**config.mk**
```make
export PLATFORM = sky130hd
export DESIGN_NAME = jesd204b_tx_link_ctrl_flat
export DESIGN_NICKNAME = d
export VERILOG_FILES = /design/src/rtl/jesd204b_tx_link_ctrl_if.sv /design/src/rtl/jesd204b_tx_link_ctrl.sv /design/src/flat_wrapper.sv
export SDC_FILE = /design/constraint.sdc
export NUM_CORES = 1
export LEC_CHECK = 0
export CAP_MARGIN = 20
export CORE_ASPECT_RATIO = 0.7
export CORE_MARGIN = 5
export CORE_UTILIZATION = 52
export CTS_CLUSTER_SIZE = 8
export DETAILED_ROUTE_END_ITERATION = 8
export MAX_ROUTING_LAYER = met4
export PLACE_DENSITY = 0.8
export SLEW_MARGIN = 0
export SYNTH_ARGS = -nofsm -noshare
export SYNTH_HDL_FRONTEND = slang
export SYNTH_SLANG_ARGS = --single-unit
```
**constraint.sdc**
```tcl
create_clock -name clock -period 4.01 [get_ports clock]
set_input_delay 0.802 -clock clock [delete_from_list [all_inputs] [get_ports clock]]
set_output_delay 0.802 -clock clock [all_outputs]
set_load 0.02 [all_outputs]
```
**src/rtl/jesd204b_tx_link_ctrl_if.sv**
```systemverilog
// Encoder-side bus of the JESD204B TX link controller: mapper/control mux select
// plus the per-lane control octets and their K flags.
interface jesd204b_tx_link_ctrl_if #(
   parameter int LANES = 4
);
   logic                data_sel;
   logic [LANES*16-1:0] ctrl_octets;
   logic [LANES*2-1:0]  ctrl_k;

   modport master (output data_sel, output ctrl_octets, output ctrl_k);
   modport slave  (input  data_sel, input  ctrl_octets, input  ctrl_k);
endinterface

```
**src/rtl/jesd204b_tx_link_ctrl.sv**
```systemverilog
// JESD204B TX link-layer sequencer: LMFC counter, SYNC~ handling with resync,
// and CGS / ILAS / DATA control-character generation for every lane.
module jesd204b_tx_link_ctrl #(
   parameter int LANES      = 4,
   parameter int K          = 32,
   parameter int ILAS_MF    = 4,
   parameter int RESYNC_LEN = 4
) (
   input  logic                 clock,
   input  logic                 reset,
   input  logic                 link_en,
   input  logic                 sync_n,
   input  logic [111:0]         ilas_cfg,
   output logic [1:0]           tx_state,
   output logic [$clog2(K)-1:0] lmfc_cnt,
   output logic                 lmfc_pulse,
   output logic [7:0]           sync_err_cnt,
   jesd204b_tx_link_ctrl_if.master enc
);
   localparam int LMFC_W = $clog2(K);
   localparam int POS_W  = LMFC_W + 1;
   localparam int MF_W   = $clog2(ILAS_MF + 1);
   localparam int RC_W   = $clog2(RESYNC_LEN + 1);

   localparam logic [LMFC_W-1:0] LMFC_LAST = LMFC_W'(K - 1);
   localparam logic [MF_W-1:0]   MF_LAST   = MF_W'(ILAS_MF - 1);
   localparam logic [RC_W-1:0]   RC_LAST   = RC_W'(RESYNC_LEN - 1);
   localparam logic [POS_W-1:0]  POS_LAST  = POS_W'(2 * K - 1);

   typedef enum logic [1:0] {
      ST_IDLE = 2'd0,
      ST_CGS  = 2'd1,
      ST_ILAS = 2'd2,
      ST_DATA = 2'd3
   } state_t;

   state_t              state_q, state_d;
   logic [LMFC_W-1:0]   lmfc_q, lmfc_d;
   logic                pulse_q, pulse_d;
   logic [MF_W-1:0]     mf_q, mf_d;
   logic [RC_W-1:0]     low_cnt_q, low_cnt_d;
   logic [7:0]          err_q, err_d;
   logic                sync_meta_q, sync_meta_d;
   logic                sync_s_q, sync_s_d;
   logic                data_sel_q, data_sel_d;
   logic [LANES*16-1:0] octets_q, octets_d;
   logic [LANES*2-1:0]  k_q, k_d;
   logic                resync;
   logic [8:0]          sym;

   // Config octet n as seen by a given lane: octet 1 carries the LID in its low bits.
   function automatic logic [7:0] sub_octet(input logic [111:0] cfg, input int lane, input int n);
      if (n == 1) return {cfg[15:13], 5'(lane)};
      return cfg[8*n +: 8];
   endfunction

   function automatic logic [7:0] cfg_octet(input logic [111:0] cfg, input int lane, input int n);
      logic [7:0] sum;
      if (n != 13) return sub_octet(cfg, lane, n);
      sum = 8'h00;
      for (int j = 0; j < 13; j++) sum = sum + sub_octet(cfg, lane, j);
      return sum;
   endfunction

   // Returns {k, octet} for octet position p of multiframe mf of the ILAS.
   function automatic logic [8:0] ilas_sym(input logic [111:0] cfg, input int lane,
                                           input logic [MF_W-1:0] mf, input logic [POS_W-1:0] p);
      logic [15:0] pw;
      pw = 16'(p);
      if (p == '0) return {1'b1, 8'h1C};
      if (p == POS_LAST) return {1'b1, 8'h7C};
      if (mf == MF_W'(1) && p == POS_W'(1)) return {1'b1, 8'h9C};
      if (mf == MF_W'(1) && p >= POS_W'(2) && p <= POS_W'(15))
         return {1'b0, cfg_octet(cfg, lane, int'(p) - 2)};
      return {1'b0, pw[7:0]};
   endfunction

   always_comb begin
      sync_meta_d = sync_n;
      sync_s_d    = sync_meta_q;
      lmfc_d      = (lmfc_q == LMFC_LAST) ? '0 : lmfc_q + LMFC_W'(1);
      state_d     = state_q;
      mf_d        = mf_q;
      low_cnt_d   = low_cnt_q;
      err_d       = err_q;
      resync      = 1'b0;

      if (!link_en) begin
         state_d   = ST_IDLE;
         mf_d      = '0;
         low_cnt_d = '0;
      end else begin
         // A low run shorter than RESYNC_LEN is only an error once SYNC~ returns high.
         if (state_q == ST_ILAS || state_q == ST_DATA) begin
            if (!sync_s_q) begin
               if (low_cnt_q == RC_LAST) begin
                  resync    = 1'b1;
                  low_cnt_d = '0;
               end else begin
                  low_cnt_d = low_cnt_q + RC_W'(1);
               end
            end else if (low_cnt_q != '0) begin
               low_cnt_d = '0;
               if (err_q != 8'hFF) err_d = err_q + 8'd1;
            end
         end

         if (resync) begin
            state_d = ST_CGS;
            mf_d    = '0;
         end else begin
            case (state_q)
               ST_IDLE: state_d = ST_CGS;
               ST_CGS: begin
                  if (sync_s_q && lmfc_q == LMFC_LAST) begin
                     state_d = ST_ILAS;
                     mf_d    = '0;
                  end
               end
               ST_ILAS: begin
                  if (lmfc_q == LMFC_LAST) begin
                     if (mf_q == MF_LAST) begin
                        state_d = ST_DATA;
                        mf_d    = '0;
                     end else begin
                        mf_d = mf_q + MF_W'(1);
                     end
                  end
               end
               default: state_d = state_q;
            endcase
         end
      end

      pulse_d    = (lmfc_d == '0);
      data_sel_d = (state_d == ST_DATA);
      octets_d   = '0;
      k_d        = '0;
      sym        = '0;
      for (int l = 0; l < LANES; l++) begin
         for (int i = 0; i < 2; i++) begin
            if (state_d == ST_CGS) begin
               octets_d[(2*l+i)*8 +: 8] = 8'hBC;
               k_d[2*l+i]               = 1'b1;
            end else if (state_d == ST_ILAS) begin
               sym                      = ilas_sym(ilas_cfg, l, mf_d, {lmfc_d, 1'(i)});
               octets_d[(2*l+i)*8 +: 8] = sym[7:0];
               k_d[2*l+i]               = sym[8];
            end
         end
      end
   end

   always_ff @(posedge clock or negedge reset) begin
      if (!reset) begin
         state_q     <= ST_IDLE;
         lmfc_q      <= '0;
         pulse_q     <= 1'b1;
         mf_q        <= '0;
         low_cnt_q   <= '0;
         err_q       <= 8'h00;
         sync_meta_q <= 1'b0;
         sync_s_q    <= 1'b0;
         data_sel_q  <= 1'b0;
         octets_q    <= '0;
         k_q         <= '0;
      end else begin
         state_q     <= state_d;
         lmfc_q      <= lmfc_d;
         pulse_q     <= pulse_d;
         mf_q        <= mf_d;
         low_cnt_q   <= low_cnt_d;
         err_q       <= err_d;
         sync_meta_q <= sync_meta_d;
         sync_s_q    <= sync_s_d;
         data_sel_q  <= data_sel_d;
         octets_q    <= octets_d;
         k_q         <= k_d;
      end
   end

   assign tx_state        = state_q;
   assign lmfc_cnt        = lmfc_q;
   assign lmfc_pulse      = pulse_q;
   assign sync_err_cnt    = err_q;
   assign enc.data_sel    = data_sel_q;
   assign enc.ctrl_octets = octets_q;
   assign enc.ctrl_k      = k_q;
endmodule

```
**src/flat_wrapper.sv**
```systemverilog
// flat-port wrapper written by rule: the top's interface ports become plain ports
module jesd204b_tx_link_ctrl_flat 
#(
   parameter int LANES      = 4,
   parameter int K          = 32,
   parameter int ILAS_MF    = 4,
   parameter int RESYNC_LEN = 4
)
  (clock, reset, link_en, sync_n, ilas_cfg, tx_state, lmfc_cnt, lmfc_pulse, sync_err_cnt, enc_data_sel, enc_ctrl_octets, enc_ctrl_k);
  jesd204b_tx_link_ctrl_if #(.LANES(LANES)) enc_i ();
  input  logic clock;
  input  logic reset;
  input  logic link_en;
  input  logic sync_n;
  input  logic [111:0] ilas_cfg;
  output logic [1:0] tx_state;
  output logic [$clog2(K)-1:0] lmfc_cnt;
  output logic lmfc_pulse;
  output logic [7:0] sync_err_cnt;
  output wire logic [$bits(enc_i.data_sel)-1:0] enc_data_sel;
  output wire logic [$bits(enc_i.ctrl_octets)-1:0] enc_ctrl_octets;
  output wire logic [$bits(enc_i.ctrl_k)-1:0] enc_ctrl_k;
  assign enc_data_sel = enc_i.data_sel;
  assign enc_ctrl_octets = enc_i.ctrl_octets;
  assign enc_ctrl_k = enc_i.ctrl_k;
  jesd204b_tx_link_ctrl #(.LANES(LANES), .K(K), .ILAS_MF(ILAS_MF), .RESYNC_LEN(RESYNC_LEN)) u_core (.clock(clock), .reset(reset), .link_en(link_en), .sync_n(sync_n), .ilas_cfg(ilas_cfg), .tx_state(tx_state), .lmfc_cnt(lmfc_cnt), .lmfc_pulse(lmfc_pulse), .sync_err_cnt(sync_err_cnt), .enc(enc_i));
endmodule
```
==> summary.md, run 1 <==
| Metric | Value |
|---|---|
| Initial antenna violation count | `2` |
| Avg Inst Size Synth | `9.61 um^2` |
| First-pass GRT wire length | `40.8 mm` |
| GRT overflow | `0` |
| # nets final | `1422` |
| 1st-pass router iterations | `5` |
| Leading area contributor after synthesis | `fa_1` |
| Hold crit path type | `in2async` |
| Placed insts | `1341` |
| Warnings, synthesis | `0` |
| Outcome | `finished, violations left` |
| Final worst-path cycle share | `116%` |
| I/O Pins | `205` |
| DRT Wirelength | `between 20 and 30 mm` |
| Area of the die | `19100 um^2` |
| Drt via density | `~5.4` |
| CTS tree | `yes` |
| Post-synthesis register bit count | `65` |
| Vias in the first global route | `7740` |
| Max Slew Vio Count | `0` |
| Fmax | `215 MHz` |
| Worst-case reg-to-reg path depth | `11` |
| PortBufs | `204` |
| Max VDD drop | `0.00118 V` |
| Die height | `117 um` |
| Crit path launch type | `primary input` |
| Setup violators final | `22` |
| CTS H-tree depth | `3` |
| Clock Sinks | `65` |
| Failing checks | `negative setup slack` |
| Final Skew | `7.52 ps` |
| Post-synthesis cell area | `about 8500 um^2` |
| Die X | `163 um` |
| Asr flop ratio synth | `100%` |
| CP max FO | `2` |
| DRC | `0` |
| Post-route ant nets | `0` |
| Synthesized Nets | `1170` |
| Worst EP required | `4200 ps` |
| Post-layout util | `73.8%` |
| Gate Count Post-Synth | `886` |
| Final Non-Filler Cells | `1369` |
| Seq/Total Area, Yosys | `19.1%` |
| Initial Utilization | `52.5%` |
| Crit path DAT | `between 4000 and 5000 ps` |
| Slew margin rel. | `between 50% and 60%` |
| Slew @ Worst Pin | `between 700 and 800 ps` |
| All-Layer GR Usage | `28.6%` |
| Detailed Place HPWL | `21.6 mm` |
| Top_reg_cell synth | `dfrtp_1` |
| Slack of the critical path | `-634 ps` |
| Clk buf depth | `2` |
| Post-CTS Hold Buffers | `0` |
| RSZ-0062 raised after global routing | `true` |
| Place WS | `-1440 ps` |
| Synth-to-Final Area Change | `40.4%` |
| Rows | `39` |
| Routed via count | `7398` |
| Drt initial violations | `572` |
| Root buf cell | `clkbuf_16` |
| Wire per inst | `between 15 and 20 um` |
| Gpl congestion | `approximately 0.97` |
| Top cell type's share of synthesized area | `26.6%` |
| Clock period minus worst slack | `4640 ps` |
| Worst setup EP type | `flip-flop` |
| Insertion delay to the later sink of the worst-skew pair | `roughly 330 ps` |
| Critical path class | `in2reg` |
| EDFF count, synth | `0` |
| Leakage | `0.00549 uW` |
| PD cells | `950 nW/um^2` |
| Fin. Hold Viols | `0` |
| Unique cell type count in the Yosys netlist | `69` |
| Core Box Area | `about 16000 um^2` |
| Worst-path clk slew | `50 ps` |
| MaxCap Viol Count | `0` |
| Synth top area cells | `fa_1 27%, dfrtp_1 19%, inv_1 8.3%, ha_1 8.1%, mux4_2 3.7%` |
| Share of layout cells above drive strength 1 | `between 20% and 30%` |
| Pin count of the biggest net entering global routing | `31` |
| TritonCTS buffer count | `9` |
[final timing paths]
check	start	endpoint	slack (ps)
max	ilas_cfg[2]	u_core.enc.ctrl_octets[30]$_DFF_PN0_	-630
min	reset	u_core.sync_err_cnt[5]$_DFFE_PN0P_	300
max reg2reg	u_core.lmfc_cnt[1]$_DFF_PN0_	u_core.enc.ctrl_octets[25]$_DFF_PN0_	150
min reg2reg	u_core.sync_meta_q$_DFF_PN0_	u_core.sync_s_q$_DFF_PN0_	350
max in group asynchronous	reset	u_core.lmfc_pulse$_DFF_PN1_	3070
min in group clock	u_core.sync_meta_q$_DFF_PN0_	u_core.sync_s_q$_DFF_PN0_	350
[area by class of cell]
cell class                 instances  area, um^2
multi-input combinational        575        6350
clock buffer                       9         225
sequential                        65        1630
clock inverter                     6        36.3
fill                            1170        4250
antenna                            2        5.00
tap                              225         282
timing repair buffer             297        2690
inverter                         190         731
[cell usage in the layout (no fill, tap or decap), types with 19 or more instances in the layout]
cell,instances
inv_1,123
buf_4,79
nor2_1,29
xnor2_1,25
dlygate4sd2_1,46
ha_4,21
fa_2,36
o21ai_0,20
ha_1,32
inv_2,60
clkdlybuf4s50_1,123
dfrtp_1,64
nand2_1,48
a21oi_1,42
buf_6,19
fa_1,77
nand3_1,32
[Yosys cell counts (7+ instances only)]
master and count:
ha_1 55, nor3_1 14, o21bai_1 8, mux2i_1 9, nor2b_1 7, inv_1 188
nand2_1 48, buf_4 38, nor2_1 29, o21ai_0 26, xnor2_1 32, a21oi_1 58
o2bb2ai_1 8, fa_1 113, buf_2 9, nand3_1 32, mux4_2 14, dfrtp_1 64
o22ai_1 9, and3_1 7, xor2_1 14, a21o_1 9
[flip-flops by register name (all words and copies together) (netlist names)]
register                cells
u_core.lmfc_cnt             5
u_core.enc.ctrl_k           2
u_core.lmfc_pulse           1
u_core.tx_state             2
u_core.sync_s_q             1
u_core.sync_meta_q          1
u_core.low_cnt_q            3
u_core.sync_err_cnt         8
u_core.enc.data_sel         1
u_core.mf_q                 3
u_core.enc.ctrl_octets     38
[logic make-up after synthesis]
| logic type | Yosys count | share of synthesized area [%] |
|---|---|---|
| xor+xnor | 48 | 5.38 |
| mux | 25 | 5.07 |
| flops | 65 | 19.1 |
| buf+inv | 246 | 12.9 |
| fa+ha+maj | 168 | 34.7 |
| simple gates | 167 | 10.0 |
| compound gates | 167 | 12.9 |
[worst max-delay path: stages]
cell and delay [ps]:
buf_8 80, inv_4 30, fa_2 610, fa_2 490, fa_1 570, inv_2 40, fa_1 500, inv_2 50
fa_1 520, inv_2 50, ha_4 160, fa_2 350, a21oi_2 130, nor2_1 60, nor2_1 120, xnor2_1 80
a21oi_1 110, o22ai_1 80
[routing by layer]
| metal | routed length (um) | vias up | track usage (%) |
|---|---|---|---|
| li1 | - | 3371 | - |
| met1 | 11400 | 3648 | 40.5 |
| met2 | 12000 | 346 | 43.2 |
| met3 | 2530 | 33 | 6.41 |
| met4 | 377 | 0 | 4.97 |
| met5 | 0 | - | - |
[report_power, final]
group          total (uW)  switching, uW  internal, uW
sequential            693           13.5           679
clock                 700            289           411
combinational        9960           4840          5130
total               11400           5140          6220
[stage by stage]
stage | hold slack [ps] | TNS [ps] | cell area [um^2] | total power [uW]
after floorplan | 331 | -9440 | 8670 | 6000
after global placement | 338 | -29340 | 11200 | 8400
after detailed placement | 338 | -30440 | 11200 | 8580
after CTS | 305 | -11130 | 11800 | 10300
after global routing | 309 | -12530 | 12000 | 12200
final | 302 | -10380 | 12000 | 11400
[what timing repair did]
action                     4_1_cts  5_1_grt
buffers inserted                11        3
pin swaps                      119       55
gates resized for setup        238       71
setup endpoints to repair       24       24
Power figures use the tool's default switching activity.
==> inputs of run 2 (changes only) <==
- CAP_MARGIN: 20 -> 40
- CELL_PAD_IN_SITES_DETAIL_PLACEMENT: unset -> 0
- CELL_PAD_IN_SITES_GLOBAL_PLACEMENT: unset -> 1
- CORE_UTILIZATION: 52 -> 39
==> run 2 against run 1 <==
Routed wire length rose by 2.6%. Clock-buffer cell count stayed put. Combinational power shrank 1%. Maximum frequency fell by 0.29%. The flow still finishes with violations (negative setup slack). Non-clock buffer count grew 2. Cell area up 0.44%. Critical endpoint unchanged.
==> summary.md, run 2 (synthesis results as in run 1) <==
| Metric | Value |
|---|---|
| Vias in the first global route | `7688 (-0.67%)` |
| Max VDD drop | `0.000929 V (-21%)` |
| Commonest non-fill, non-tap cell in the layout | `clkdlybuf4s50_1` |
| Initial antenna violation count | `1 (-1)` |
| Fin. Hold Viols | `0 (unchanged)` |
| Area of the die | `24900 um^2 (+31%)` |
| HP Start | `u_core.sync_meta_q$_DFF_PN0_` |
| Clock Sinks | `65 (unchanged)` |
| RR Startpoint | `u_core.lmfc_cnt[1]$_DFF_PN0_` |
| WHS | `350 ps (+47.1 ps)` |
| Wire per inst | `18.9 um (-1.7%)` |
| Tot Pwr | `11300 uW (-0.23%)` |
| Pin count of the biggest net entering global routing | `28 (-9.7%)` |
| DRC | `0 (unchanged)` |
| Crit path DAT | `4840 ps (about the same)` |
| First-pass GRT wire length | `43.0 mm (+5.4%)` |
| Worst EP required | `4190 ps (about the same)` |
| Routed via count | `7213 (-2.5%)` |
| CP max FO | `2 (unchanged)` |
| MaxCap Viol Count | `0 (unchanged)` |
| Drt via density | `5.05 (-6.5%)` |
| PD cells | `944 nW/um^2 (-0.66%)` |
| Max reg flops | `38 (unchanged)` |
| Post-CTS Hold Buffers | `0 (unchanged)` |
| Top Family by Delay on Critical Path | `adder cells` |
| TritonCTS buffer count | `9 (unchanged)` |
| Place WS | `-1470 ps (-34.0 ps)` |
| All-Layer GR Usage | `22.3% (-6.2 points)` |
| Die X | `187 um (+15%)` |
| RSZ-0062 raised after global routing | `true` |
| CTS tree | `yes` |
| Hold crit path type | `reg2reg` |
| Hold Path Stages | `0` |
| DRT Wirelength | `26.9 mm (+2.6%)` |
| DP Area | `11400 um^2 (+1.3%)` |
| Crit path launch type | `primary input` |
| Crit path largest cell delay | `570 ps (-40 ps)` |
| Worst r2r dst | `u_core.enc.ctrl_octets[28]$_DFF_PN0_` |
| CP Buf/Inv Count | `5 (unchanged)` |
| I/O Pins | `205 (unchanged)` |
| Die height | `134 um (+14%)` |
| Failing checks | `negative setup slack` |
| Rows | `45 (+15%)` |
| Core Box Area | `21600 um^2 (+33%)` |
| CTS H-tree depth | `3 (unchanged)` |
| Slack of the critical path | `-648 ps (-13.7 ps)` |
| Post-layout util | `55.7% (-18 points)` |
| Share of layout cells above drive strength 1 | `29.7% (+0.89 points)` |
| Detailed Place HPWL | `23.1 mm (+6.6%)` |
| Fmax | `215 MHz (-0.29%)` |
| GRT overflow | `0 (unchanged)` |
| Slew margin rel. | `52.7% (+1.5 points)` |
| Slowest-stage cell, CP | `fa_1` |
| Hold endpoint | `u_core.sync_s_q$_DFF_PN0_` |
| Flop-to-flop setup slack | `220 ps (+70 ps)` |
| Setup violators final | `20 (-9.1%)` |
| # nets final | `1424 (+0.14%)` |
| Clk buf depth | `2 (unchanged)` |
| Clock period minus worst slack | `4660 ps (+13.7 ps)` |
| Gpl congestion | `0.880 (-8.8%)` |
| Worst-case reg-to-reg path depth | `12 (+1)` |
| Fillers | `1923 (+64%)` |
| Post-route ant nets | `0 (unchanged)` |
| Worst-path cell chain | `buf_6, fa_1, inv_2, fa_2, fa_1, inv_2, fa_1, inv_2, fa_1, inv_2, ha_4, fa_2, a21oi_2, nor2_1, nor2_1, xnor2_1, a21oi_1, o22ai_1` |
| Slew @ Worst Pin | `708 ps (-22.1 ps)` |
| PortBufs | `204 (unchanged)` |
| Critical path class | `in2reg` |
| Final instance area | `12000 um^2 (+0.44%)` |
| Leading cell types in the layout, fill and taps excluded | `123 x clkdlybuf4s50_1, 121 x inv_1, 83 x buf_4, 81 x fa_1` |
| Final Skew | `7.59 ps (+0.0694 ps)` |
| Synth-to-Final Area Change | `41.0%` |
| Root buf cell | `clkbuf_16` |
| Initial Utilization | `39.5% (-13 points)` |
| Worst-path clk slew | `50 ps (about the same)` |
| Insertion delay to the later sink of the worst-skew pair | `330 ps (about the same)` |
| Leakage | `0.00549 uW (about the same)` |
| Max Slew Vio Count | `0 (unchanged)` |
| Worst setup EP type | `flip-flop` |
| 1st-pass router iterations | `5 (unchanged)` |
| Crit. Startpoint | `ilas_cfg[58]` |
| Outcome | `finished, violations left` |
| Drt initial violations | `434 (-24%)` |
| Final worst-path cycle share | `116% (+0.34 points)` |
run 2: worst max-delay path by stage:
stage                                                end  slack (ps)  cells past startpoint
floorplan           u_core.enc.ctrl_octets[30]$_DFF_PN0_        -710                     17
global placement    u_core.enc.ctrl_octets[62]$_DFF_PN0_       -1420                     18
detailed placement  u_core.enc.ctrl_octets[62]$_DFF_PN0_       -1470                     18
CTS                 u_core.enc.ctrl_octets[31]$_DFF_PN0_        -690                     17
global route        u_core.enc.ctrl_octets[62]$_DFF_PN0_        -800                     18
finish              u_core.enc.ctrl_octets[30]$_DFF_PN0_        -650                     18
run 2: layer usage:
layer / global-route usage (%) / part of all wire, % / vias to the layer above
li1: - / - / 3365
met1: 34.4 / 50 / 3551
met2: 30.8 / 42 / 271
met3: 4.27 / 7.0 / 26
met4: 4.13 / 1.5 / 0
met5: - / 0 / -
run 2: area by class of cell:
type / count / area (um^2) / area share [%]
Multi-Input combinational cell: 575 / 6350 / 52.9
Timing Repair Buffer: 299 / 2640 / 22.0
Sequential cell: 65 / 1630 / 13.6
Inverter: 190 / 726 / 6.05
Tap cell: 282 / 353 / 2.94
Clock buffer: 9 / 225 / 1.88
Clock inverter: 7 / 77.6 / 0.646
Antenna cell: 1 / 2.50 / 0.0208
run 2: through the flow:
| step | TNS (ps) | cells |
|---|---|---|
| 3_5_place_dp | -30800 | 1405 |
| 6_report | -10150 | 1428 |
| 2_1_floorplan | -9440 | 886 |
| 4_1_cts | -10650 | 1422 |
| 3_3_place_gp | -29760 | 1404 |
| 5_1_grt | -12350 | 1428 |
run 2: where the power goes:
group,leakage (uW),total (uW),internal (uW),switching (uW)
registers,0.000852,694,679,14.6
clock network,0.000146,793,486,306
logic,0.00449,9840,5050,4790
total,0.00549,11300,6220,5110
run 2: timing repair:
action	4_1_cts	5_1_grt
pin swaps	119	81
gates resized for setup	240	77
endpoints found under the setup margin	25	24
setup buffers	2	7
run 2: worst register-to-register path: stages, from the launching register on:
cell and delay (ps):
dfrtp_1 490, ha_1 360, and3_1 200, ha_1 210
buf_4 190, or2_1 180, clkinv_1 240, nor2_2 570
o2bb2ai_1 210, nand3_1 120, a211oi_2 600, a21oi_1 120
o21bai_1 220
==> inputs of run 3 (changes only) <==
- ABC_AREA: unset -> 1
- CORE_MARGIN: 5 -> 2
- CORE_UTILIZATION: 39 -> 38
- HOLD_SLACK_MARGIN: unset -> 0.15
- PLACE_DENSITY: 0.8 -> 0.81
==> run 3 against run 2 <==
The flow still finishes with violations (negative setup slack). Combinational power shrank 5.2%. Critical path depth grew 6. First-iteration DRC count grew 15%. Maximum frequency shrank 1.9%. Synthesized cell count grew 31%. Register-to-register slack gained 240 ps. Sequential share of layout area shrank 0.38 points. Hold slack lost 1.5 ps. Cell area grew 2.9%. Clock skew grew 1.6 ps. Die area shrank 1.8%. Worst setup slack lost 92 ps. Largest cell class unchanged. Highest routed layer unchanged.
==> summary.md, run 3 <==
| Metric | Value |
|---|---|
| Setup violators final | `22 (+10%)` |
| Top cell type's share of synthesized area | `25.6% (-0.93 points)` |
| Clock Sinks | `65 (unchanged)` |
| Avg Inst Size Synth | `7.60 um^2 (-21%)` |
| Post-CTS Hold Buffers | `0 (unchanged)` |
| Hold Path Stages | `0 (unchanged)` |
| Synthesized Nets | `1444 (+23%)` |
| Post-route ant nets | `0 (unchanged)` |
| Max Slew Vio Count | `0 (unchanged)` |
| Worst setup EP type | `flip-flop` |
| Synth top area cells | `fa_1 26%, dfrtp_1 18%, nand2_1 11%, inv_1 10%, ha_1 7.8%` |
| Crit path launch type | `primary input` |
| Pin count of the biggest net entering global routing | `65 (+130%)` |
| Slew @ Worst Pin | `594 ps (-113 ps)` |
| CTS tree | `yes` |
| Rows | `46 (+2.2%)` |
| Worst-path cell chain | `buf_6, inv_2, fa_1, inv_2, fa_2, inv_2, fa_2, buf_6, fa_2, inv_2, fa_2, ha_4, nand3_2, nand2_2, nand2_2, nand2_2, a21oi_2, inv_1, nand2_1, nand3_1, nand2_1, nand2_1, nand2_1, nand2_1` |
| Max reg flops | `38 (unchanged)` |
| Routed via count | `8237 (+14%)` |
| Worst EP required | `4210 ps (+20 ps)` |
| Area of the die | `24500 um^2 (-1.8%)` |
| MaxCap Viol Count | `0 (unchanged)` |
| Gpl congestion | `0.909 (+3.3%)` |
| I/O Pins | `205 (unchanged)` |
| Outcome | `finished, violations left` |
| Initial antenna violation count | `0 (-1)` |
| Top_reg_cell synth | `dfrtp_1` |
| Root buf cell | `clkbuf_16` |
| Clock period minus worst slack | `4750 ps (+92.4 ps)` |
| DRT Wirelength | `27.9 mm (+3.7%)` |
| Flop-to-flop setup slack | `460 ps (+240 ps)` |
| Vias in the first global route | `8601 (+12%)` |
| Post-synthesis cell area | `8820 um^2 (+3.6%)` |
| Tot Pwr | `10800 uW (-4.5%)` |
| Slew margin rel. | `60.4% (+7.6 points)` |
| RSZ-0062 raised after global routing | `true` |
| Drt initial violations | `499 (+15%)` |
| First-pass GRT wire length | `44.9 mm (+4.3%)` |
| Antenna cells | `0 (-1)` |
| EDFF count, synth | `0 (unchanged)` |
| Worst r2r dst | `u_core.enc.ctrl_octets[58]$_DFF_PN0_` |
| Leading cell types in the layout, fill and taps excluded | `231 x nand2_1, 158 x inv_1, 121 x clkdlybuf4s50_1, 93 x inv_2, 76 x buf_4` |
| CP max FO | `2 (unchanged)` |
| Gate Count Post-Synth | `1160 (+31%)` |
| Commonest non-fill, non-tap cell in the layout | `nand2_1` |
| Post-layout util | `54.3% (-1.4 points)` |
| Hold endpoint | `u_core.sync_s_q$_DFF_PN0_` |
| TritonCTS buffer count | `9 (unchanged)` |
| Asr flop ratio synth | `100% (unchanged)` |
| Initial Utilization | `38.8% (-0.67 points)` |
| GRT overflow | `0 (unchanged)` |
| Drt via density | `4.80 (-4.9%)` |
| HP Start | `u_core.sync_meta_q$_DFF_PN0_` |
| Detailed Place HPWL | `23.2 mm (+0.76%)` |
| Commonest cells post-synth | `251 x nand2_1, 243 x inv_1, 113 x fa_1` |
| PortBufs | `204 (unchanged)` |
| Critical path class | `in2reg` |
| 1st-pass router iterations | `5 (unchanged)` |
| Crit path DAT | `4950 ps (+110 ps)` |
| Insertion delay to the later sink of the worst-skew pair | `330 ps (about the same)` |
| # nets final | `1683 (+18%)` |
| Failing checks | `negative setup slack` |
| Slowest-stage cell, CP | `fa_2` |
| PD cells | `876 nW/um^2 (-7.1%)` |
| Post-synthesis register bit count | `65 (unchanged)` |
| Fmax | `211 MHz (-1.9%)` |
| Max VDD drop | `0.000735 V (-21%)` |
| Crit path largest cell delay | `570 ps (about the same)` |
| DRC | `0 (unchanged)` |
| Worst-case reg-to-reg path depth | `20 (+8)` |
| Seq/Total Area, Yosys | `18.5% (-0.67 points)` |
| Wire per inst | `16.3 um (-14%)` |
| Warnings, synthesis | `0 (unchanged)` |
| WHS | `348 ps (-1.50 ps)` |
| Critical Path Most Common Cell | `nand2_1` |
| Die height | `131 um (-1.6%)` |
| Core Box Area | `22700 um^2 (+5.4%)` |
| Final Skew | `9.21 ps (+1.62 ps)` |
| Count leader, synth | `nand2_1` |
| Share of layout cells above drive strength 1 | `27.9% (-1.8 points)` |
| Die X | `186 um (-0.25%)` |
| Final Non-Filler Cells | `1715 (+20%)` |
| RR Startpoint | `u_core.lmfc_cnt[0]$_DFF_PN0_` |
| Placed insts | `1689 (+20%)` |
| Leading area contributor after synthesis | `fa_1` |
| Final worst-path cycle share | `118% (+2.3 points)` |
| Hold crit path type | `reg2reg` |
| CTS H-tree depth | `3 (unchanged)` |
| Worst-path clk slew | `50 ps (about the same)` |
| Unique cell type count in the Yosys netlist | `45 (-35%)` |
| Clk buf depth | `2 (unchanged)` |
| Slack of the critical path | `-740 ps (-92.4 ps)` |
| All-Layer GR Usage | `24.4% (+2.1 points)` |
| Leakage | `0.00606 uW (+10%)` |
| Synth-to-Final Area Change | `40.0%` |
| Fin. Hold Viols | `0 (unchanged)` |
## run 3: cell count changes after synthesis, moves of 12 or more
cell	before	now
nor2_1	29	66
inv_1	188	243
o21ai_0	26	74
nand2_1	48	251
o21ai_1	1	13
xnor2_1	32	7
mux4_2	14	0
nand3_1	32	66
## run 3: final cells by class
class	count	area (um^2)
multi-input cells	779	6510
repair buffers	288	2550
clock inverters	2	37.5
clock buffers	13	260
fillers	2163	10400
inverters	256	976
well taps	312	390
flip-flops and latches	65	1630
## run 3: what timing repair did
item / in CTS / in global routing
buffers inserted: 7 / 4
gates resized for setup: 306 / 92
endpoints found under the hold margin: 0 / 0
pin swaps: 105 / 86
endpoints found under the setup margin: 24 / 24
## run 3: kinds of logic after synthesis
kind of cell               Yosys count  share of synthesized area (%)
muxes                                1                          0.128
AOI/OAI and AO/OA                  177                           11.1
buffers and inverters              316                           15.2
adders and majority gates          168                           33.5
and+or+nand+nor                    416                           20.0
xor gates and xnor gates            17                           1.69
DFF                                 65                           18.5
## run 3: report_power, final
| group | internal [uW] | leakage (uW) | switching, uW |
|---|---|---|---|
| sequential | 685 | 0.000839 | 18.7 |
| combinational | 4530 | 0.00508 | 4810 |
| clock | 512 | 0.000142 | 271 |
| total | 5720 | 0.00606 | 5100 |
## run 3: metrics by stage
step,worst slack [ps],area [um^2],setup TNS [ps]
after floorplan,-632,8980,-10040
after global placement,-1530,11600,-31870
after detailed placement,-1530,11600,-32340
after CTS,-758,12100,-11330
after global routing,-893,12300,-14840
final,-740,12300,-11750
## run 3: routing by layer
layer	vias to the layer above	share of wire (%)	GRT usage, %
met5	-	0	-
met4	0	1.1	3.81
met3	31	4.1	3.24
met2	214	46	37.5
met1	3986	49	35.1
li1	4006	-	-
## run 3: how the worst max path moves through the flow
stage                  from                                    to  slack (ps)  cells after the start
3_3_place_gp   ilas_cfg[51]  u_core.enc.ctrl_octets[63]$_DFF_PN0_       -1530                     25
3_5_place_dp   ilas_cfg[51]  u_core.enc.ctrl_octets[63]$_DFF_PN0_       -1530                     25
2_1_floorplan   ilas_cfg[5]  u_core.enc.ctrl_octets[31]$_DFF_PN0_        -630                     20
5_1_grt        ilas_cfg[43]  u_core.enc.ctrl_octets[63]$_DFF_PN0_        -890                     25
6_report       ilas_cfg[43]  u_core.enc.ctrl_octets[15]$_DFF_PN0_        -740                     24
4_1_cts        ilas_cfg[20]  u_core.enc.ctrl_octets[63]$_DFF_PN0_        -760                     23
## run 3: critical path: cells and delay by family
family | cells | cell delay, ps
buffers and inverters | 7 | 430
AOI/OAI and AO/OA | 1 | 150
adders and majority gates | 6 | 2920
and+or+nand+nor | 10 | 660
